$ cat config.mk
export PLATFORM = sky130hd
export DESIGN_NAME = sync_event_arbiter
export DESIGN_NICKNAME = d
export VERILOG_FILES = /design/src/rtl/sync_event_pkg.sv /design/src/rtl/rr_picker.sv /design/src/rtl/synchronizer.sv /design/src/rtl/sync_event_arbiter.sv
export SDC_FILE = /design/constraint.sdc
export NUM_CORES = 1
export LEC_CHECK = 0
export CORE_MARGIN = 4
export CORE_UTILIZATION = 55
export CTS_CLUSTER_DIAMETER = 40
export CTS_CLUSTER_SIZE = 12
export DETAILED_ROUTE_END_ITERATION = 8
export PLACE_DENSITY_LB_ADDON = 0.2
export SYNTH_ARGS = -nofsm -noshare
export SYNTH_HDL_FRONTEND = slang
export SYNTH_SLANG_ARGS = --single-unit
$ cat constraint.sdc
create_clock -name clk -period 3.58 [get_ports clk]
set_input_delay 0.716 -clock clk [delete_from_list [all_inputs] [get_ports clk]]
set_output_delay 0.716 -clock clk [all_outputs]
set_load 0.01 [all_outputs]
$ cat src/rtl/sync_event_pkg.sv
// Shared types and helpers for the synchronised edge-event arbiter.
package sync_event_pkg;

  typedef enum logic {IDLE, OFFER} sea_state_t;

  // Index width that stays at least 1 bit for tiny input counts.
  function automatic int id_width(input int n);
    return (n > 2) ? $clog2(n) : 1;
  endfunction

endpackage

$ cat src/rtl/rr_picker.sv
// Combinational round-robin picker: first set request at or above ptr, wrapping modulo N.
module rr_picker
  import sync_event_pkg::*;
#(
  parameter  int N = 8,
  localparam int W = id_width(N)
) (
  input  logic [N-1:0] req,
  input  logic [W-1:0] ptr,
  output logic         gnt_valid,
  output logic [W-1:0] gnt_idx
);

  logic [W:0] cand;

  // Scan from the farthest candidate back to ptr so the nearest hit wins.
  always_comb begin
    gnt_valid = 1'b0;
    gnt_idx   = '0;
    cand      = '0;
    for (int k = N - 1; k >= 0; k--) begin
      cand = {1'b0, ptr} + (W + 1)'(k);
      if (cand >= (W + 1)'(N)) cand = cand - (W + 1)'(N);
      if (req[cand[W-1:0]]) begin
        gnt_valid = 1'b1;
        gnt_idx   = cand[W-1:0];
      end
    end
  end

endmodule

$ cat src/rtl/synchronizer.sv
// Multi-flop synchroniser: an input capture flop followed by FF_COUNT resolution stages,
// so q lags d by FF_COUNT+1 clock edges.
module synchronizer #(
  parameter int FF_COUNT = 3
) (
  input  logic clk,
  input  logic resetn,
  input  logic d,
  output logic q
);

  logic [FF_COUNT:0] chain;

  always_ff @(posedge clk) begin
    if (!resetn) chain <= '0;
    else         chain <= {chain[FF_COUNT-1:0], d};
  end

  assign q = chain[FF_COUNT];

endmodule

$ cat src/rtl/sync_event_arbiter.sv
// Synchronises NUM_IN async pins, latches enabled edges as pending events and
// serialises them round-robin onto one valid/ready event port.
module sync_event_arbiter
  import sync_event_pkg::*;
#(
  parameter  int NUM_IN   = 8,
  parameter  int FF_COUNT = 3,
  localparam int ID_W     = id_width(NUM_IN)
) (
  input  logic              clk,
  input  logic              reset,
  input  logic [NUM_IN-1:0] in_async,
  input  logic [NUM_IN-1:0] rise_en,
  input  logic [NUM_IN-1:0] fall_en,
  output logic              evt_valid,
  input  logic              evt_ready,
  output logic [ID_W-1:0]   evt_id,
  output logic              evt_rising,
  output logic [NUM_IN-1:0] pending,
  output logic [NUM_IN-1:0] overflow
);

  localparam int ARM_CYC = FF_COUNT + 2;
  localparam int ARM_W   = $clog2(ARM_CYC + 1);

  logic [NUM_IN-1:0] sync, prev, dir;
  logic [NUM_IN-1:0] rise, fall, hit, take;
  logic [ARM_W-1:0]  arm_cnt;
  logic              armed, hs;

  sea_state_t        state, state_n;
  logic              valid_n, rising_n;
  logic [ID_W-1:0]   id_n, ptr, ptr_n;
  logic              gnt_valid;
  logic [ID_W-1:0]   gnt_idx;

  for (genvar i = 0; i < NUM_IN; i++) begin : g_sync
    synchronizer #(.FF_COUNT(FF_COUNT)) u_sync (
      .clk    (clk),
      .resetn (~reset),
      .d      (in_async[i]),
      .q      (sync[i])
    );
  end

  // Edge detection stays off until the cleared sync chains have filled with real pin levels.
  assign armed = (arm_cnt == ARM_W'(ARM_CYC));
  assign rise  = sync & ~prev;
  assign fall  = ~sync & prev;
  assign hit   = ((rise & rise_en) | (fall & fall_en)) & {NUM_IN{armed}};
  assign hs    = evt_valid & evt_ready;
  assign take  = hs ? (NUM_IN'(1) << evt_id) : '0;

  always_ff @(posedge clk) begin
    if (reset) begin
      arm_cnt  <= '0;
      prev     <= '0;
      pending  <= '0;
      dir      <= '0;
      overflow <= '0;
    end else begin
      if (!armed) arm_cnt <= arm_cnt + ARM_W'(1);
      prev     <= sync;
      // A fresh edge in the grant cycle re-arms the same input rather than overflowing.
      pending  <= hit | (pending & ~take);
      dir      <= (dir & ~hit) | (rise & hit);
      overflow <= hit & pending & ~take;
    end
  end

  rr_picker #(.N(NUM_IN)) u_pick (
    .req       (pending),
    .ptr       (ptr),
    .gnt_valid (gnt_valid),
    .gnt_idx   (gnt_idx)
  );

  always_ff @(posedge clk) begin
    if (reset) begin
      state      <= IDLE;
      evt_valid  <= 1'b0;
      evt_id     <= '0;
      evt_rising <= 1'b0;
      ptr        <= '0;
    end else begin
      state      <= state_n;
      evt_valid  <= valid_n;
      evt_id     <= id_n;
      evt_rising <= rising_n;
      ptr        <= ptr_n;
    end
  end

  always_comb begin
    state_n  = state;
    valid_n  = evt_valid;
    id_n     = evt_id;
    rising_n = evt_rising;
    ptr_n    = ptr;
    case (state)
      IDLE: begin
        if (gnt_valid) begin
          valid_n  = 1'b1;
          id_n     = gnt_idx;
          rising_n = dir[gnt_idx];
          state_n  = OFFER;
        end
      end
      OFFER: begin
        if (evt_ready) begin
          valid_n = 1'b0;
          ptr_n   = (evt_id == ID_W'(NUM_IN - 1)) ? '0 : evt_id + ID_W'(1);
          state_n = IDLE;
        end
      end
      default: state_n = IDLE;
    endcase
  end

endmodule
## Word level (Yosys, flattened, before mapping)

Cells that the tools add are included.

- Register bits after elaboration: 76
- Bits of input ports: 27
- Output and inout port bits: 21
- Word-level logic and storage cells: 129

- $add $sub $neg: 17
- Magnitude comparators: 17
- Equal/unequal tests: 4
- Shift-type cells: 1
- Muxes and demuxes: 50
- Bitwise gates (word level): 19
- Reduce and logical (&&, ||, !) cells: 3

Operator list:

| cell | count |
|---|---|
| $and 8x8->8 | 10 |
| $mux 3 | 17 |
| $lt 3x4->1 const B | 9 |
| $not 8->8 | 4 |
| $ge 4x4->1 const B | 7 |
| $bmux 1 s3 | 9 |
| $or 8x8->8 | 3 |
| $sub 3x1->3 const B | 8 |
| $mux 1 | 21 |
| $add 3x3->4 const B | 4 |
| $add 3x2->4 const B | 2 |
| $mux 8 | 1 |
| $shl 1x3->8 const A | 1 |
| $add 3x1->3 const B | 2 |
| $eq 3x3->1 const B | 2 |
| $reduce_and 2->1 | 3 |
| $add 3x1->4 const B | 1 |
| $ge 3x4->1 const B | 1 |
| $ne 2x2->1 const B | 2 |
| $pmux 1 s2 | 2 |
| $and 1x1->1 | 1 |
| $not 1->1 | 1 |

## Logic depth before layout (Yosys ltp)

- Depth in word-level cells: 15
- Depth in mapped cells: 15
- Mapped depth without buffers: 11

## Cells and area by module

A second synthesis with hierarchy kept.

- Cell total of the unflattened synthesis: 347
- Area, all modules: 3429.5 um^2

Modules (own cells, without submodules):

| module | times used | cells each | area an instance (um^2) | sequential area each (um^2) |
|---|---|---|---|---|
| sync_event_arbiter | 1 | 193 | 1806.7 | 880.8 |
| synchronizer | 8 | 8 | 105.1 | 80.1 |
| rr_picker | 1 | 90 | 782.0 | 0.0 |

## Least setup slack after synthesis

No wires, ideal clock.

- Path kind: register to register
- From: register ptr[1]
- To: register evt_rising
- Setup time: 0.127 ns
- Data arrival time: 2.916 ns
- Required time: 3.453 ns
- Path slack: 0.537 ns
- Stages on the path, launching flop included: 15
- Path buffers: 3
- Period minus slack after synthesis: 3.043 ns
- Path through: dfxtp_1 > buf_4 > buf_2 > inv_1 > ha_1 > buf_6 > mux2i_1 > mux4_2 > a211o_1 > a21boi_1 > o31a_4 > o22ai_1 > a211oi_1 > a31oi_1 > a31oi_1

- Word-level cells in the longest chain between the ends: 15
- Elaborated cells on any way between the ends: 66
- Classes of those cells: add/sub (15); order compare (8); mux (42); reduce/logical (1)

Ends and longest elaborated chain:

| element | RTL line | RTL |
|---|---|---|
| from (decl) | sync_event_arbiter.sv:33 | `logic [ID_W-1:0] id_n, ptr, ptr_n;` |
| from (signal assigned) | sync_event_arbiter.sv:90 | `ptr <= ptr_n;` |
| $add 3x3->4 | rr_picker.sv:22 | `cand = {1'b0, ptr} + (W + 1)'(k);` |
| $ge 4x4->1 / $sub 3x1->3 (equally long branches) | rr_picker.sv:23 | `if (cand >= (W + 1)'(N)) cand = cand - (W + 1)'(N);` |
| $mux 3 | rr_picker.sv:23 |  |
| $bmux 1 s3 | rr_picker.sv:24 | `if (req[cand[W-1:0]]) begin` |
| $mux 1 (implied by the code) | rr_picker.sv:24 |  |
| $mux 3 (8 in a row) | rr_picker.sv:24 |  |
| $bmux 1 s3 | sync_event_arbiter.sv:105 | `rising_n = dir[gnt_idx];` |
| $mux 1 (implied by the code) | sync_event_arbiter.sv:105 |  |
| to (signal assigned) | sync_event_arbiter.sv:89 | `evt_rising <= rising_n;` |
| to (decl) | sync_event_arbiter.sv:18 | `output logic evt_rising,` |

Several ways; a longest one is shown, not always the timed one. The select of a mux whose other input is x is not followed.
A chain may end at the register's enable or synchronous reset.

## Worst setup path after layout

Same ends and word-level chain as after synthesis.

==> results.txt <==
Setup TNS -> 0 ps
Max Cap Violations -> 0
RSZ-0062 raised after global routing -> no
Cell Pwr Density -> 378.9 nW/um2
Final Util -> 67.13%
CTS Buffer Depth -> 2
Register area share after synthesis -> 39.82%
DP Wirelength -> 6055 um
Initial core utilization -> 56.56%
Worst skew pair latency -> 340 ps
Fillers -> 542
Outcome -> finished clean
Die area -> 8345 um2
CP Cell Sequence -> inv_1 > ha_1 > mux2i_1 > mux4_2 > a211o_1 > a21boi_1 > o21ai_2 > o221ai_1 > a211oi_1 > a31oi_1 > a31oi_1
Final period util -> 89.58%
Crit. End Element -> register
CTS Hold Buffers Added -> 0
Final Hold Viols -> 0
Worst path most repeated cell -> a31oi_1
Critical path class -> reg2reg
Final setup viols -> 0
IO Port Bufs -> 47
Tot GR Track Use -> 20.71%
Post-synth cell types -> 53
P_leak -> 1.700 nW
Initial DRC Count -> 131
Inst Count DP -> 508
First-pass GRT wire length -> 13,740 um
Cell area after synthesis -> 3821 um2
Remaining DRCs -> 0
Die H -> 91.35 um
Delay-heaviest family, CP -> compound AO/OA/AOI/OAI gates
Pin slew with the least headroom to its limit -> 978.1 ps
Top-Level Pins -> 48
CP Data Arrival Time -> 3470 ps
F_max -> 311.8 MHz
Final #Nets -> 476
CORE AREA -> 6756 um2
Post-DRT Antenna Nets -> 0
Layout cells sized above 1 -> 12.16%
Mapped Cells -> 400
Dpl cell area -> 4295 um2
Setup bufs post-CTS -> 0
CTS resizes -> 0
Most frequent cells in the layout -> dfxtp_1, nand2_1, nor2b_1
Hold Crit Class -> reg2reg
Site Rows -> 30
Routed vias -> 3,002
WL final -> 8344 um
Area contributors post-synth -> dfxtp_1, mux4_2, nor2b_1
Tmin final -> 3207 ps
Peak VDD IR -> 0.3406 mV
Synth Register Bits -> 76
Ys Warns -> 0
CTS H-tree depth -> 3
Grt ovf -> 0
Clock sinks -> 76
Drt wl/cell -> 15.92 um
CTS tree -> yes
Ys flop type -> dfxtp_1
Top-area cell type share of the netlist area -> 39.82%
Worst Path Required -> 3850 ps
Initial antenna violation count -> 0
Synth area leader -> dfxtp_1
Final-report max-slew violation count -> 0
Setup ws final -> 372.9 ps
GP Congestion -> 0.8789
Critical path's slowest cell -> ha_1
Layout area overhead -> 18.70%
WP buf/inv -> 1
Worst relative slew slack -> 34.79%
Commonest non-fill, non-tap cell in the layout -> dfxtp_1
Largest net degree at the start of global routing -> 58
Clk_skew -> 9.326 ps
Max FO, Critical Path -> 14
Number of global-route vias before repair -> 2,926
Syn_area_per_cell -> 9.553 um2
Setup Slack @ Placement -> 422.2 ps
EDFF count, synth -> 0
Syn_nets -> 437
Vias per std cell -> 5.729
CTS buffer count -> 9
CTS Root Cell -> clkbuf_8
Ys async rst share -> 0%
CTS clock-pin slew for the worst setup and hold paths -> 80 ps
Cell area after layout -> 4536 um2
Finished Layout Cells -> 524
CP Launch Type -> register
Die W -> 91.35 um
# diodes -> 0
Detailed Routing Iterations Pass 1 -> 4
Worst path max stage delay -> 650 ps
[kinds of logic (layout without fill, tap and decap cells)]
group | Yosys count | after routing | share of synthesized area, %
mux | 42 | 42 | 16.99
flops | 76 | 76 | 39.82
buf+inv | 36 | 80 | 4.649
simple gates | 157 | 157 | 19.81
fa+ha+maj | 10 | 10 | 3.274
compound gates | 75 | 75 | 13.85
xor+xnor | 4 | 4 | 1.605
[layer usage]
metal / GRT usage [%] / up-vias / wire length [um]
met5: 0 / - / 0
met4: 10.30 / 0 / 187
met3: 4.225 / 17 / 421
li1: - / 1486 / -
met2: 36.42 / 91 / 4368
met1: 23.74 / 1408 / 3367
[worst paths after layout]
path                                             start                                    to  slack (ps)  cells after the start
setup / recovery                   ptr[1]$_SDFFE_PP0P_               evt_rising$_SDFFE_PP0P_         370                     11
hold / removal    g_sync[5].u_sync.chain[0]$_SDFF_PP0_  g_sync[5].u_sync.chain[1]$_SDFF_PP0_         440                      1
setup reg to reg                   ptr[1]$_SDFFE_PP0P_               evt_rising$_SDFFE_PP0P_         370                     11
hold reg to reg   g_sync[5].u_sync.chain[0]$_SDFF_PP0_  g_sync[5].u_sync.chain[1]$_SDFF_PP0_         440                      1
[power breakdown]
group          total [W]  internal, W  switching, W
registers       0.000871     0.000862    0.00000915
logic          0.0000788    0.0000442     0.0000346
clock network   0.000768     0.000464      0.000304
total            0.00172      0.00137      0.000348
[synth_stat cells (3+ instances only)]
cell type,number
a211oi_1,6
a21oi_1,19
a31oi_1,3
buf_2,7
buf_4,3
buf_6,3
clkbuf_1,11
dfxtp_1,76
ha_1,10
inv_1,9
mux2_2,5
mux2i_1,18
mux2i_4,3
mux4_2,14
nand2_1,49
nand3_1,13
nor2_1,28
nor2b_1,49
nor3_1,14
o21ai_0,12
o22ai_1,5
o2bb2ai_1,3
[cell type report]
type | instances | area (um2) | share of cell area (%)
tap | 80 | 100.1 | 2.207
inverter | 11 | 41.29 | 0.9103
clock inverter | 6 | 112.6 | 2.483
sequential | 76 | 1521 | 33.54
multi-input combinational | 288 | 2122 | 46.79
timing repair buffer | 53 | 510.5 | 11.26
clock buffer | 10 | 127.6 | 2.814
[per-stage QoR]
stage	power, W	hold WS, ps
after global placement	0.0009682	416.9
after CTS	0.001733	442.5
final	0.001719	438.7
after detailed placement	0.0009703	422.6
after global routing	0.001789	454.3
after floorplan	0.0009309	413.8
Note: power is estimated with default switching activity, not from simulation.
